## config.mk

```make
export PLATFORM = sky130hd
export DESIGN_NAME = initiator_port
export DESIGN_NICKNAME = d
export VERILOG_FILES = /design/src/rtl/initiator_port.sv
export SDC_FILE = /design/constraint.sdc
export NUM_CORES = 1
export LEC_CHECK = 0
export ABC_AREA = 1
export CAP_MARGIN = 5
export CORE_ASPECT_RATIO = 1.1
export CORE_MARGIN = 1.5
export CORE_UTILIZATION = 35
export DETAILED_ROUTE_END_ITERATION = 6
export PLACE_DENSITY = 0.6
export REMOVE_ABC_BUFFERS = 1
export SYNTH_ARGS = -nofsm -noshare
export SYNTH_HDL_FRONTEND = slang
export SYNTH_SLANG_ARGS = --single-unit
```

## constraint.sdc

```tcl
create_clock -name clk -period 2.04 [get_ports clk]
set_input_delay 0.408 -clock clk [delete_from_list [all_inputs] [get_ports clk]]
set_output_delay 0.408 -clock clk [all_outputs]
set_load 0.01 [all_outputs]
```

## src/rtl/initiator_port.sv

```systemverilog
// Serial bus initiator: shifts a 16-bit address and optional 8-bit write data out LSB first,
// then waits for a write ack or collects 8 serial read bits, with an idle-cycle timeout.
module initiator_port #(
  parameter int unsigned TIMEOUT_CYCLES = 64
) (
  input  logic        clk,
  input  logic        rst,
  input  logic        init_req,
  input  logic [15:0] init_addr,
  input  logic [7:0]  init_wdata,
  input  logic        init_rw,
  input  logic        bus_data_in,
  input  logic        bus_data_in_valid,
  input  logic        bus_target_ack,
  output logic        bus_data_out,
  output logic        bus_data_out_valid,
  output logic        bus_mode,
  output logic        bus_rw,
  output logic        init_busy,
  output logic [7:0]  init_rdata,
  output logic        init_rdata_valid,
  output logic        init_done,
  output logic        init_error
);

  localparam int unsigned ADDR_W = 16;
  localparam int unsigned DATA_W = 8;
  localparam int unsigned CNT_W  = 4;
  localparam int unsigned RXC_W  = 3;
  localparam int unsigned TMO_W  = 8;

  typedef enum logic [2:0] {
    S_IDLE,
    S_ADDR,
    S_WDATA,
    S_WAIT_ACK,
    S_RDATA
  } state_e;

  state_e              state_q, state_d;
  logic [CNT_W-1:0]    bit_cnt_q, bit_cnt_d;
  logic [ADDR_W-1:0]   addr_q, addr_d;
  logic [DATA_W-1:0]   wdata_q, wdata_d;
  logic [DATA_W-1:0]   rx_q, rx_d;
  logic [RXC_W-1:0]    rx_cnt_q, rx_cnt_d;
  logic [TMO_W-1:0]    tmo_q, tmo_d;
  logic                rw_q, rw_d;
  logic                data_out_q, data_out_d;
  logic                data_out_valid_q, data_out_valid_d;
  logic                mode_q, mode_d;
  logic                busy_q, busy_d;
  logic [DATA_W-1:0]   rdata_q, rdata_d;
  logic                rdata_valid_q, rdata_valid_d;
  logic                done_q, done_d;
  logic                error_q, error_d;
  logic                tmo_hit;

  assign tmo_hit = (tmo_q == TMO_W'(TIMEOUT_CYCLES));

  // State and registered outputs
  always_ff @(posedge clk) begin
    if (rst) begin
      state_q          <= S_IDLE;
      bit_cnt_q        <= '0;
      addr_q           <= '0;
      wdata_q          <= '0;
      rx_q             <= '0;
      rx_cnt_q         <= '0;
      tmo_q            <= '0;
      rw_q             <= 1'b0;
      data_out_q       <= 1'b0;
      data_out_valid_q <= 1'b0;
      mode_q           <= 1'b0;
      busy_q           <= 1'b0;
      rdata_q          <= '0;
      rdata_valid_q    <= 1'b0;
      done_q           <= 1'b0;
      error_q          <= 1'b0;
    end else begin
      state_q          <= state_d;
      bit_cnt_q        <= bit_cnt_d;
      addr_q           <= addr_d;
      wdata_q          <= wdata_d;
      rx_q             <= rx_d;
      rx_cnt_q         <= rx_cnt_d;
      tmo_q            <= tmo_d;
      rw_q             <= rw_d;
      data_out_q       <= data_out_d;
      data_out_valid_q <= data_out_valid_d;
      mode_q           <= mode_d;
      busy_q           <= busy_d;
      rdata_q          <= rdata_d;
      rdata_valid_q    <= rdata_valid_d;
      done_q           <= done_d;
      error_q          <= error_d;
    end
  end

  // Next state; bus outputs are computed for the state being entered so they register in step
  always_comb begin
    state_d          = state_q;
    bit_cnt_d        = bit_cnt_q;
    addr_d           = addr_q;
    wdata_d          = wdata_q;
    rx_d             = rx_q;
    rx_cnt_d         = rx_cnt_q;
    tmo_d            = tmo_q;
    rw_d             = rw_q;
    rdata_d          = rdata_q;
    data_out_d       = 1'b0;
    data_out_valid_d = 1'b0;
    mode_d           = 1'b0;
    rdata_valid_d    = 1'b0;
    done_d           = 1'b0;
    error_d          = 1'b0;

    case (state_q)
      S_IDLE: begin
        if (init_req) begin
          addr_d           = init_addr;
          wdata_d          = init_wdata;
          rw_d             = init_rw;
          rx_d             = '0;
          rx_cnt_d         = '0;
          bit_cnt_d        = '0;
          data_out_d       = init_addr[0];
          data_out_valid_d = 1'b1;
          state_d          = S_ADDR;
        end
      end
      S_ADDR: begin
        if (bit_cnt_q == CNT_W'(ADDR_W - 1)) begin
          bit_cnt_d = '0;
          tmo_d     = '0;
          if (rw_q) begin
            data_out_d       = wdata_q[0];
            data_out_valid_d = 1'b1;
            mode_d           = 1'b1;
            state_d          = S_WDATA;
          end else begin
            state_d = S_RDATA;
          end
        end else begin
          bit_cnt_d        = bit_cnt_q + CNT_W'(1);
          data_out_d       = addr_q[bit_cnt_d];
          data_out_valid_d = 1'b1;
        end
      end
      S_WDATA: begin
        if (bit_cnt_q == CNT_W'(DATA_W - 1)) begin
          tmo_d   = '0;
          state_d = S_WAIT_ACK;
        end else begin
          bit_cnt_d        = bit_cnt_q + CNT_W'(1);
          data_out_d       = wdata_q[bit_cnt_d[RXC_W-1:0]];
          data_out_valid_d = 1'b1;
          mode_d           = 1'b1;
        end
      end
      S_WAIT_ACK: begin
        if (bus_target_ack) begin
          done_d  = 1'b1;
          state_d = S_IDLE;
        end else if (tmo_hit) begin
          done_d  = 1'b1;
          error_d = 1'b1;
          state_d = S_IDLE;
        end else begin
          tmo_d = tmo_q + TMO_W'(1);
        end
      end
      S_RDATA: begin
        // A received bit always beats a coincident timeout
        if (bus_data_in_valid) begin
          rx_d[rx_cnt_q] = bus_data_in;
          rx_cnt_d       = rx_cnt_q + RXC_W'(1);
          tmo_d          = '0;
          if (rx_cnt_q == RXC_W'(DATA_W - 1)) begin
            rdata_d       = rx_d;
            rdata_valid_d = 1'b1;
            done_d        = 1'b1;
            state_d       = S_IDLE;
          end
        end else if (tmo_hit) begin
          done_d  = 1'b1;
          error_d = 1'b1;
          state_d = S_IDLE;
        end else begin
          tmo_d = tmo_q + TMO_W'(1);
        end
      end
      default: state_d = S_IDLE;
    endcase

    busy_d = (state_d != S_IDLE);
  end

  assign bus_data_out       = data_out_q;
  assign bus_data_out_valid = data_out_valid_q;
  assign bus_mode           = mode_q;
  assign bus_rw             = rw_q;
  assign init_busy          = busy_q;
  assign init_rdata         = rdata_q;
  assign init_rdata_valid   = rdata_valid_q;
  assign init_done          = done_q;
  assign init_error         = error_q;

endmodule

```

# Word level (Yosys, flattened, before mapping)
# Index checks and enable logic that the tools add are counted.
# totals
elab_cells	103
register_bits	66
input_bits	31
# op_classes
n_mux	52
bitwise	2
n_eq_ne	14
n_addsub	3
n_lt_le_gt_ge	4
reduce_logical	12
# ops
op	count
two-way mux 8 bit	7
case mux 8 bit (4 select lines)	1
two-way mux 3 bit	10
two-way mux 1 bit	18
case mux 8 bit (2 select lines)	1
case mux 3 bit (5 select lines)	1
two-way mux 4 bit	3
inequality test 2 bit (second input constant)	6
case mux 4 bit (3 select lines)	1
AND reduction 3 bit	3
adder 8 x 1 -> 8 bit (second input constant)	1
bitwise mux 8 bit	1
== test 8 x 7 -> 1 bit (second input constant)	1
< comparator 3 x 4 -> 1 bit (second input constant)	2
== test 3 x 2 -> 1 bit (second input constant)	2
== test 3 bit (second input constant)	2
case mux 1 bit (2 select lines)	3
case mux 1 bit (3 select lines)	2
case mux 3 bit (2 select lines)	1
nonzero test 3 bit	2
< comparator 4 x 5 -> 1 bit (second input constant)	1
adder 4 x 1 -> 4 bit (second input constant)	1
binary-select mux 1 bit (select 4 bit)	1
== test 4 x 3 -> 1 bit (second input constant)	1
14 further kinds	15

# Logic depth before layout (Yosys ltp)
# logic_depth
word_depth	7
depth_mapped	11
ltp_nobuf	11

# Worst setup path after synthesis
# OpenSTA, ideal clock, no wires.
# synth_timing
path_kind	register to register
from	reg bit_cnt_q[0]
to	reg tmo_q[6]
arrival_time_ps	1363
period_less_slack_ps	1481
t_required_ps	1922
path_stages_with_launch	11
n_path_buf	0
setup_slack_ps	559
cell_sequence	dfxtp_1 > ha_1 > nand2_2 > nor2_2 > nor2_2 > nor2_4 > nand2_4 > inv_4 > nand2_2 > nor2_1 > nor3_2
# synth_via
elab_chain_cells	3
# synth_rtl
item	line_no	source
start: declaration	41	logic [CNT_W-1:0] bit_cnt_q, bit_cnt_d;
start signal: assignment	81	bit_cnt_q <= bit_cnt_d;
== test 4 x 3 -> 1 bit / == test 4 bit (equally long branches)	150, 132	
inequality test 2 bit (no source line)	n/a	
AND reduction 4 bit (no source line) *	n/a	
end signal: assignment	86	tmo_q <= tmo_d;
end: declaration	46	logic [TMO_W-1:0] tmo_q, tmo_d;
# Every way passes the cells marked *; elsewhere a longest branch is shown, timed or not.
# A chain may end at the register's enable or synchronous reset.

# Final worst setup path
# layout_timing
from	reg tmo_q[0]
to	reg busy_q, in the netlist init_busy
# layout_via
elab_chain_cells	5
# layout_rtl
item	line_no	source
== test 8 x 7 -> 1 bit *	58	assign tmo_hit = (tmo_q == TMO_W'(TIMEOUT_CYCLES));
two-way mux 3 bit *	164, 184	
two-way mux 3 bit (on tied branches)	174, 161	
case mux 3 bit (5 select lines) *	117	case (state_q)
nonzero test 3 bit *	195	busy_d = (state_d != S_IDLE);
end signal: assignment	91	busy_q <= busy_d;
end: declaration	51	logic busy_q, busy_d;
# Marked as above.

==> reports/results.txt <==
starting density of the core - 0.365
Slew Viols, Final - 0
Setup WS post-layout - 0.355 ns
Clock transition at path regs - 0.07 ns
arrival time worst endpoint - 1.90 ns
Rows - 35
post-layout min period - 1.68 ns
Syn Std Cell Area - 3100 µm²
CP top delay family - simple AND/OR/NAND/NOR gates
r2r worst-path depth - 8
Detailed Route Iter0 Violations - 79
via count - 2935
Ports - 47
R2R Setup Slk - 0.36 ns
Die H - 102 µm
Placed Cells incl. Taps - 596
final-report setup violation count - 0
CTS Hold Bufs - 0
diodes inserted - 0
Avg Cell Area, Syn - 6.95 µm²
post-synth cell types - 30
Slew @ Worst Pin - 0.402 ns
CP dominant cell by count - nor2_1
Critical Path Source Type - flop
postcts setup bufs - 0
leading post-synthesis cells by cell area - dfxtp_1, nand2_1, a21oi_1, o21ai_0, inv_1
Setup TNS Final - 0 ns
PortBufs - 46
fmax - 594 MHz
Post-DP HPWL - 5100 µm
HP Class - reg -> reg
largest net degree at the start of global routing - 28
vias in the first global route - 2820
Worst-Skew Late Latency - 0.34 ns
critical path peak fanout - 7
Peak supply drop - 245 µV
Cell Pwr Density - 714 nW/µm²
fin crit share - 0.826
Max Buffers Root-to-Sink - 2
Cell Area, Placed - 3700 µm²
Clock Sinks - 66
max cap viols - 0
total gr overflow - 0
die area - 9440 µm²
WP buf/inv - 1
initial antenna violation count - 0
Remaining DRCs - 0
worst-path cell chain - inv_1 -> ha_1 -> nor3b_1 -> nand3_1 -> o21ai_1 -> nand2_1 -> nor2_1 -> nor2_1
die width - 92.8 µm
Seq/Total Area, Yosys - 0.426
Nets - 532
YS warnings - 0
first-pass GRT wire length - 12200 µm
CP peak stage delay - 0.34 ns
H-Tree Depth - 3
EDFF count, synth - 0
GRT Util Overall - 0.162
vias per std cell - 4.80
dpl ws - 0.188 ns
Critical-path top delay cell - dfxtp_1
WL/cell - 11.7 µm
required time worst endpoint - 2.26 ns
hold_sp - addr_q[1]
Slew HR - 0.732
root buffer cell - clkbuf_8
Endpoint, Worst Hold - addr_q[1]
fin area - 3870 µm²
final hold violations - 0
final core utilization - 0.456
core area - 8500 µm²
endpoint type of the worst setup path - flop
layout cells sized above 1 - 0.0920
Synth Instances - 446
DRT antenna net count - 0
post-CTS sizing - 0
most common flop cell mapped by yosys - dfxtp_1
Yosys reg bits - 66
CTS tree - built
Total Power - 2.76 mW
WL final - 7120 µm
Final Non-Filler Cells - 611
first drt pass iteration count - 4
most frequent cells in the layout - nand2_1, dfxtp_1, a21oi_1
worst r2r dst - init_busy
Clock Skew - 0.00687 ns
r2r startpoint - tmo_q[0]
GPL Wtd Cong - 0.841
Yosys top cell area share - 0.426
WHS - 0.454 ns
ys async rst share - 0
commonest non-fill, non-tap cell in the layout - nand2_1
cell taking the most area after synthesis - dfxtp_1
RSZ-0062 raised after global routing - false
static leakage - 1.59 nW
WHS Path Cells - 2
status - finished, final reports clean
TritonCTS buffer count - 9
P&R area growth vs syn - 24.8%
CP Class - reg -> reg
routing by layer:
metal	wire, µm	part of all wire	global-route usage
met5	0	0	0
met1	3350	0.47	0.201
met3	329	0.046	0.0323
met4	129	0.018	0.0746
met2	3310	0.46	0.271
power by group:
part	leakage, nW	internal, mW	switching [mW]
sequential	0.540	1.36	0.0270
clock	0.0920	0.495	0.475
combinational	0.953	0.173	0.237
cells by family (layout without fill, tap and decap cells):
group	count (synthesis)	count (layout)	share of synthesized area
AO/OA/AOI/OAI	110	110	0.181
flip-flops	66	66	0.426
adder cells (fa/ha/maj)	5	5	0.0202
XOR/XNOR	2	2	0.00565
buffers and inverters	74	128	0.0916
AND/OR/NAND/NOR	189	189	0.276
worst max path at each step:
stage,from,endpoint,slack (ns),cells after the start
2_1_floorplan,state_q[0],rx_q[0],0.25,6
4_1_cts,bus_rw,bus_rw,0.34,1
3_5_place_dp,bus_target_ack,tmo_q[2],0.19,9
3_3_place_gp,bus_target_ack,tmo_q[7],0.22,9
6_report,tmo_q[0],init_busy,0.36,8
5_1_grt,tmo_q[0],init_busy,0.14,8
cells in the mapped netlist (2+ instances only):
library cell and instances:
nand2_4 2, nand3_1 35, nand4_1 2, o21ai_0 45, nand2_2 3, nor2_2 5, nand2_1 95, o21ai_1 4
inv_4 2, nor3_1 3, xor2_1 2, clkbuf_1 13, nor2_1 34, inv_1 53, inv_2 5, nor2_4 3
ha_1 5, a21oi_1 56, dfxtp_1 66, nand3_2 3
worst min-delay path, delay by kind of cell (launching register included):
| kind | cells | cell delay (ns) |
|---|---|---|
| buffers and inverters | 1 | 0.06 |
| DFF | 1 | 0.30 |
| AOI/OAI and AO/OA | 1 | 0.05 |
layout make-up:
class,instances,area [µm²]
repair buffers,53,513
flip-flops and latches,66,1320
multi-input cells,306,1500
clock inverters,3,15.0
fillers,910,4630
clock buffers,12,155
well taps,111,139
inverters,60,230
registers in the layout, summed over array words and instances (netlist names), 3 cells and up:
register and cells:
rx_cnt_q 3, wdata_q 8, bit_cnt_q 4, rx_q 8
tmo_q 8, addr_q 16, state_q 3, init_rdata 8
Note: power is estimated with default switching activity, not from simulation.
